### src/rtl/aes_pkg.sv
// Shared AES key-schedule definitions: round/key sizes, round constants and
// the scheduler state encoding.
package aes_pkg;

   localparam int NR = 10;   // rounds for AES-128
   localparam int NK = 4;    // 32-bit words per cipher key

   typedef enum logic [1:0] {
      IDLE   = 2'd0,
      EXPAND = 2'd1,
      EMIT   = 2'd2
   } state_t;

   // Round constant for round r (1..10); rounds outside that range get 0.
   function automatic logic [7:0] rcon(input logic [3:0] r);
      case (r)
         4'd1:    return 8'h01;
         4'd2:    return 8'h02;
         4'd3:    return 8'h04;
         4'd4:    return 8'h08;
         4'd5:    return 8'h10;
         4'd6:    return 8'h20;
         4'd7:    return 8'h40;
         4'd8:    return 8'h80;
         4'd9:    return 8'h1b;
         4'd10:   return 8'h36;
         default: return 8'h00;
      endcase
   endfunction

endpackage

### src/rtl/aes_key_unroll_subword.sv
// SubWord: the AES S-box applied independently to each byte of a 32-bit word.
module aes_key_unroll_subword (
   input  logic [31:0] word_i,
   output logic [31:0] word_o
);

   // Forward S-box, entry 0x00 in the most significant byte.
   localparam logic [2047:0] SBOX_TBL = {
      128'h637c777bf26b6fc53001672bfed7ab76,
      128'hca82c97dfa5947f0add4a2af9ca472c0,
      128'hb7fd9326363ff7cc34a5e5f171d83115,
      128'h04c723c31896059a071280e2eb27b275,
      128'h09832c1a1b6e5aa0523bd6b329e32f84,
      128'h53d100ed20fcb15b6acbbe394a4c58cf,
      128'hd0efaafb434d338545f9027f503c9fa8,
      128'h51a3408f929d38f5bcb6da2110fff3d2,
      128'hcd0c13ec5f974417c4a77e3d645d1973,
      128'h60814fdc222a908846eeb814de5e0bdb,
      128'he0323a0a4906245cc2d3ac629195e479,
      128'he7c8376d8dd54ea96c56f4ea657aae08,
      128'hba78252e1ca6b4c6e8dd741f4bbd8b8a,
      128'h703eb5664803f60e613557b986c11d9e,
      128'he1f8981169d98e949b1e87e9ce5528df,
      128'h8ca1890dbfe6426841992d0fb054bb16
   };

   // Entry x sits at bit offset (255 - x) * 8, and 255 - x is simply ~x.
   function automatic logic [7:0] sbox(input logic [7:0] b);
      return SBOX_TBL[{~b, 3'b000} +: 8];
   endfunction

   assign word_o = {sbox(word_i[31:24]), sbox(word_i[23:16]),
                    sbox(word_i[15:8]),  sbox(word_i[7:0])};

endmodule

### src/rtl/aes_key_unroll.sv
// Iterative AES-128 decryption key scheduler. Expands the cipher key forward
// to round 10 (one round per cycle), then streams round keys 10..0 over a
// valid/ready handshake by running the key recurrence backwards, so no full
// schedule is ever stored. A single SubWord is shared by both directions.
module aes_key_unroll
   import aes_pkg::*;
#(
   parameter bit AUTO_WRAP = 1'b1
) (
   input  logic         clk,
   input  logic         rst,
   input  logic         start,
   input  logic [127:0] key,
   input  logic         key_ready,
   output logic         key_valid,
   output logic [127:0] round_key,
   output logic [3:0]   round_idx,
   output logic         busy
);

   localparam int unsigned KEY_W    = 32 * NK;
   localparam logic [3:0]  LAST_RND = 4'(NR);

   state_t           state_q, state_d;
   logic [KEY_W-1:0] work_q, work_d;
   logic [KEY_W-1:0] last_q, last_d;
   logic [3:0]       cnt_q, cnt_d;

   logic [31:0]      w0, w1, w2, w3;
   logic [31:0]      p1, p2, p3;
   logic [31:0]      sub_sel, sub_in, sub_out, rc_word;
   logic [31:0]      f0, f1, f2, f3, i0;
   logic [KEY_W-1:0] fwd_key, inv_key;

   assign w0 = work_q[127:96];
   assign w1 = work_q[95:64];
   assign w2 = work_q[63:32];
   assign w3 = work_q[31:0];

   // Inverse recurrence recovers words 1..3 of the previous round by XOR alone.
   assign p3 = w3 ^ w2;
   assign p2 = w2 ^ w1;
   assign p1 = w1 ^ w0;

   // The shared S-box sees w3 while expanding and p3 while streaming; RotWord
   // is applied after the mux so only one rotation is wired.
   assign sub_sel = (state_q == EMIT) ? p3 : w3;
   assign sub_in  = {sub_sel[23:0], sub_sel[31:24]};
   assign rc_word = {rcon(cnt_q), 24'h000000};

   aes_key_unroll_subword u_subword (
      .word_i (sub_in),
      .word_o (sub_out)
   );

   assign f0 = w0 ^ sub_out ^ rc_word;
   assign f1 = w1 ^ f0;
   assign f2 = w2 ^ f1;
   assign f3 = w3 ^ f2;
   assign fwd_key = {f0, f1, f2, f3};

   assign i0 = w0 ^ sub_out ^ rc_word;
   assign inv_key = {i0, p1, p2, p3};

   // Next-state: start always wins; otherwise expand or step the reverse stream.
   always_comb begin
      state_d = state_q;
      work_d  = work_q;
      last_d  = last_q;
      cnt_d   = cnt_q;
      if (start) begin
         work_d  = key;
         cnt_d   = 4'd1;
         state_d = EXPAND;
      end else begin
         case (state_q)
            EXPAND: begin
               work_d = fwd_key;
               if (cnt_q == LAST_RND) begin
                  last_d  = fwd_key;
                  cnt_d   = LAST_RND;
                  state_d = EMIT;
               end else begin
                  cnt_d = cnt_q + 4'd1;
               end
            end
            EMIT: begin
               if (key_ready) begin
                  if (cnt_q != 4'd0) begin
                     work_d = inv_key;
                     cnt_d  = cnt_q - 4'd1;
                  end else if (AUTO_WRAP) begin
                     work_d = last_q;
                     cnt_d  = LAST_RND;
                  end else begin
                     state_d = IDLE;
                  end
               end
            end
            default: begin
               state_d = IDLE;
            end
         endcase
      end
   end

   // State and key registers; reset aborts any expansion or stream at once.
   always_ff @(posedge clk or posedge rst) begin
      if (rst) begin
         state_q <= IDLE;
         work_q  <= '0;
         last_q  <= '0;
         cnt_q   <= '0;
      end else begin
         state_q <= state_d;
         work_q  <= work_d;
         last_q  <= last_d;
         cnt_q   <= cnt_d;
      end
   end

   // Outputs decode only from registered state, never from key_ready.
   assign key_valid = (state_q == EMIT);
   assign busy      = (state_q == EXPAND);
   assign round_key = key_valid ? work_q : '0;
   assign round_idx = key_valid ? cnt_q : 4'd0;

endmodule
### config.mk
export PLATFORM = sky130hd
export DESIGN_NAME = aes_key_unroll
export DESIGN_NICKNAME = d
export VERILOG_FILES = /design/src/rtl/aes_pkg.sv /design/src/rtl/aes_key_unroll_subword.sv /design/src/rtl/aes_key_unroll.sv
export SDC_FILE = /design/constraint.sdc
export NUM_CORES = 2
export LEC_CHECK = 0
export ABC_AREA = 1
export CORE_UTILIZATION = 54
export DETAILED_ROUTE_END_ITERATION = 8
export HOLD_SLACK_MARGIN = 0.03
export PLACE_DENSITY = 0.85
export SYNTH_ARGS = -nofsm -noshare
export SYNTH_HDL_FRONTEND = slang
export SYNTH_SLANG_ARGS = --single-unit
### constraint.sdc
create_clock -name clk -period 8.1 [get_ports clk]
set_input_delay 1.62 -clock clk [delete_from_list [all_inputs] [get_ports clk]]
set_output_delay 1.62 -clock clk [all_outputs]
set_load 0.005 [all_outputs]
==> out/metrics.json <==
{
  "clock_network": {
    "clkLatencyLatePin_ps": 590,
    "total_clock_buffers_created_by_cts": 28,
    "ctsHoldBuffers": 0,
    "cts_buffer_depth": 3,
    "post_cts_resize_count": 0,
    "tritoncts": "yes",
    "htree_levels": 1,
    "cts.repair_timing.setup_buffer_count": 0,
    "cts.sink_count": 262,
    "clkTransAtPathRegs_ps": 60,
    "root_cell_of_the_clock_tree": "sky130_fd_sc_hd__clkbuf_16"
  },
  "die": {
    "io_pins": 266,
    "floorplan.rows": 84,
    "dieArea_mm2": 0.05423,
    "die-height_um": 232.9,
    "initial_utilization_pct": 54.67,
    "floorplan.die.width_um": 232.9,
    "fp.coreArea_mm2": 0.05266
  },
  "timing": {
    "rsz0062_at_grt": "no",
    "final.setup.worst_slack_ps": 3062,
    "setup-tns-final_ps": 0,
    "final.min_clock_period_ps": 5038,
    "layout_worst_path_cycle_share_pct": 62.20,
    "worst-slew-pin-transition_ps": 1142,
    "setup-violations-final": 0,
    "worst_slew_margin_rel_pct": 23.80,
    "final_max_slew_viols": 0,
    "fin_hold_ws_ps": 479.1,
    "skew_ps": 14.19,
    "timing_hold_violations_final": 0,
    "achievable-frequency_mhz": 198.5
  },
  "worst_setup_path": {
    "cp_cell_sequence": "nand2_8 -> buf_4 -> buf_4 -> nor2_1 -> clkdlybuf4s50_1",
    "worst-endpoint-arrival_ps": 3420,
    "critPathTopFamily": "buffers and inverters",
    "worst_path_max_delay_cell": "sky130_fd_sc_hd__clkdlybuf4s50_1",
    "critical_path.reg2reg.endpoint": "work_q[53]$_DFFE_PP0P_",
    "minimum_setup_slack_among_reg_to_reg_paths_ps": 3100,
    "crit_path_kind": "reg -> out",
    "worstRegToRegCells": 21,
    "worstSetupStartpoint": "state_q[1]$_DFFE_PP0P_",
    "critical-path-top-cell-by-count": "sky130_fd_sc_hd__buf_4",
    "cp-end-kind": "output port",
    "critical-path-max-stage-delay_ps": 600,
    "worst_ep_required_time_ps": 6480,
    "regToRegStartpoint": "state_q[1]$_DFFE_PP0P_",
    "critPathLaunchType": "register",
    "critical_path_buf_inv_count": 3,
    "crit_path_max_fanout": 99
  },
  "global_route": {
    "grt_max_degree": 155,
    "first_global_vias": 33510,
    "globalRouteTotalUtil_pct": 45.65,
    "globalRoute.totalOverflow": 0,
    "number_of_antenna_violations_at_the_first_check_in_global_routing": 3,
    "grt_first_pass_wirelength_um": 194400
  },
  "min_path": {
    "hp-start": "last_q[116]$_DFFE_PP0P_",
    "worstHoldPathType": "reg -> reg",
    "worst_hold_path.endpoint": "last_q[116]$_DFFE_PP0P_",
    "worst_hold_path.num_cells": 2
  },
  "place": {
    "post-place-ws_ps": 3252,
    "finalWeightedCongestion": 1.132,
    "hpwlAfterDp_um": 87560,
    "dp.cells": 5581,
    "port_buffers": 265
  },
  "detailed_routing": {
    "drt.antenna.violating_nets": 0,
    "detail_route.drc_violations": 1,
    "drtPass1Iterations": 9,
    "drt_wl_total_um": 127600,
    "drt_first_iter_violations": 6636,
    "drt-vias-per-instance": 6.521,
    "route.vias.total": 36720,
    "avgRoutedWirePerCell_um": 22.67
  },
  "run_status": {
    "outcome": "finished, violations left",
    "violated_checks": "DRC"
  },
  "pwr": {
    "power_density_mw_per_mm2": 531.1,
    "worst_vdd_ir_mv": 0.3360,
    "design_power_total_mw": 17.17,
    "power.static_leakage_nw": 16.28
  },
  "logic_synthesis": {
    "synth_async_sr_flop_share_pct": 100.0,
    "mappedNetlistArea_mm2": 0.02879,
    "synth_sequential_area_ratio_pct": 22.78,
    "syn_avg_cell_area_um2": 5.884,
    "synth-main-ff-cell": "sky130_fd_sc_hd__dfrtp_1",
    "netlist-cell-type-count": 48,
    "syn-instance-count": 4892,
    "synth.net_count": 5081,
    "yosys.area.top_type_share_pct": 22.78,
    "synth_warnings": 0,
    "synth-seq-cells": 262,
    "synth-edff-count": 0,
    "post-synth-top-area-cell": "sky130_fd_sc_hd__dfrtp_1",
    "post_synth_main_area_contributors": "sky130_fd_sc_hd__dfrtp_1 23%, sky130_fd_sc_hd__nand3_1 20%, sky130_fd_sc_hd__nand2_1 19%"
  },
  "finish": {
    "layout-area-overhead-vs-synth_pct": 12.34,
    "nets": 5112,
    "layout-drive-gt1-share_pct": 4.837,
    "number_of_cells_in_the_finished_layout_apart_from_fillers": 5631
  },
  "job": {
    "drv_cap": 0
  }
}
cells by family after synthesis:
family	Yosys count	synth area share, %
and+or+nand+nor	3181	48.05
xor gates and xnor gates	120	3.703
AOI/OAI and AO/OA	611	13.27
DFF	262	22.78
adders and majority gates	57	2.478
buffers and inverters	661	9.719
placed cells by master, fill, tap and decap left out, types with 35 or more instances in the layout:
master / netlist / routed
sky130_fd_sc_hd__dfrtp_1: 262 / 262
sky130_fd_sc_hd__inv_1: 317 / 313
sky130_fd_sc_hd__xor2_1: 102 / 102
sky130_fd_sc_hd__clkdlybuf4s50_1: 0 / 264
sky130_fd_sc_hd__a31oi_1: 67 / 67
sky130_fd_sc_hd__nand2_2: 46 / 46
sky130_fd_sc_hd__o211ai_1: 59 / 59
sky130_fd_sc_hd__a22oi_1: 35 / 35
sky130_fd_sc_hd__nand2_1: 1426 / 1424
sky130_fd_sc_hd__buf_4: 24 / 40
sky130_fd_sc_hd__o21ai_0: 156 / 153
sky130_fd_sc_hd__a221oi_1: 54 / 54
sky130_fd_sc_hd__nor2_1: 486 / 483
sky130_fd_sc_hd__ha_1: 57 / 57
sky130_fd_sc_hd__a21oi_1: 142 / 142
sky130_fd_sc_hd__nand3_1: 1135 / 1135
area by class of cell:
cell class | instances | area [um2]
Inverter | 355 | 1346
Clock buffer | 33 | 760.7
Antenna cell | 2 | 5.005
Multi-Input combinational cell | 3969 | 19550
Sequential cell | 262 | 6556
Timing Repair Buffer | 307 | 3003
Clock inverter | 15 | 257.7
Fill cell | 5079 | 20320
Tap cell | 688 | 860.8
Yosys cell counts, types with 11 or more instances:
cell and instances:
sky130_fd_sc_hd__o21ai_2 11, sky130_fd_sc_hd__dfrtp_1 262, sky130_fd_sc_hd__inv_1 317, sky130_fd_sc_hd__nand2_1 1426, sky130_fd_sc_hd__o22ai_1 14, sky130_fd_sc_hd__nand3_2 11, sky130_fd_sc_hd__nand3_1 1135, sky130_fd_sc_hd__ha_1 57
sky130_fd_sc_hd__xor2_1 102, sky130_fd_sc_hd__a22oi_1 35, sky130_fd_sc_hd__buf_1 19, sky130_fd_sc_hd__o211ai_1 59, sky130_fd_sc_hd__buf_2 97, sky130_fd_sc_hd__buf_4 24, sky130_fd_sc_hd__a221oi_1 54, sky130_fd_sc_hd__nand4_1 19
sky130_fd_sc_hd__a21oi_1 142, sky130_fd_sc_hd__inv_2 31, sky130_fd_sc_hd__buf_6 14, sky130_fd_sc_hd__o21bai_1 17, sky130_fd_sc_hd__o21ai_0 156, sky130_fd_sc_hd__o21ai_1 33, sky130_fd_sc_hd__nand2_2 46, sky130_fd_sc_hd__nand3b_1 27
sky130_fd_sc_hd__nor2_1 486, sky130_fd_sc_hd__a31oi_1 67, sky130_fd_sc_hd__xnor2_1 16, sky130_fd_sc_hd__clkbuf_1 152
per-layer routing:
layer	wire [um]	track usage (%)	part of all wire [%]	up-vias
met3	18070	13.52	14	521
met5	21	0	0.016	-
met1	48170	59.77	38	16890
li1	-	-	-	16380
met2	53970	68.12	42	2928
met4	7414	22.39	5.8	4
how the worst max path moves through the flow:
| stage | slack, ps | depth (start not counted) | end |
|---|---|---|---|
| floorplan | 3020 | 1 | cnt_q[0]$_DFFE_PP0P_ |
| global placement | 3400 | 9 | work_q[56]$_DFFE_PP0P_ |
| detailed placement | 3250 | 21 | work_q[58]$_DFFE_PP0P_ |
| CTS | 3110 | 5 | round_key[55] |
| global route | 2810 | 21 | work_q[58]$_DFFE_PP0P_ |
| finish | 3060 | 5 | round_key[55] |
power breakdown:
group | internal [mW] | switching, mW
Combinational | 3.77 | 9.61
Sequential | 1.76 | 0.553
Clock | 0.887 | 0.597
Total | 6.41 | 10.8
stage by stage:
stage | util (%) | instance area (um2)
3_3_place_gp | 59.47 | 31310
6_report | 61.41 | 32340
3_5_place_dp | 59.47 | 31310
5_1_grt | 61.40 | 32330
4_1_cts | 61.40 | 32330
2_1_floorplan | - | 28790
worst register-to-register path, delay by kind of cell (launching register included):
family / cells / cell delay [ps]
buf+inv: 3 / 1270
flops: 1 / 550
compound gates: 1 / 120
simple gates: 17 / 2990
flip-flops by register name, indices dropped and copies added, names as in the netlist:
register and cells:
cnt_q 4, last_q 128, state_q 2, work_q 128
(Power assumes the default switching activity.)
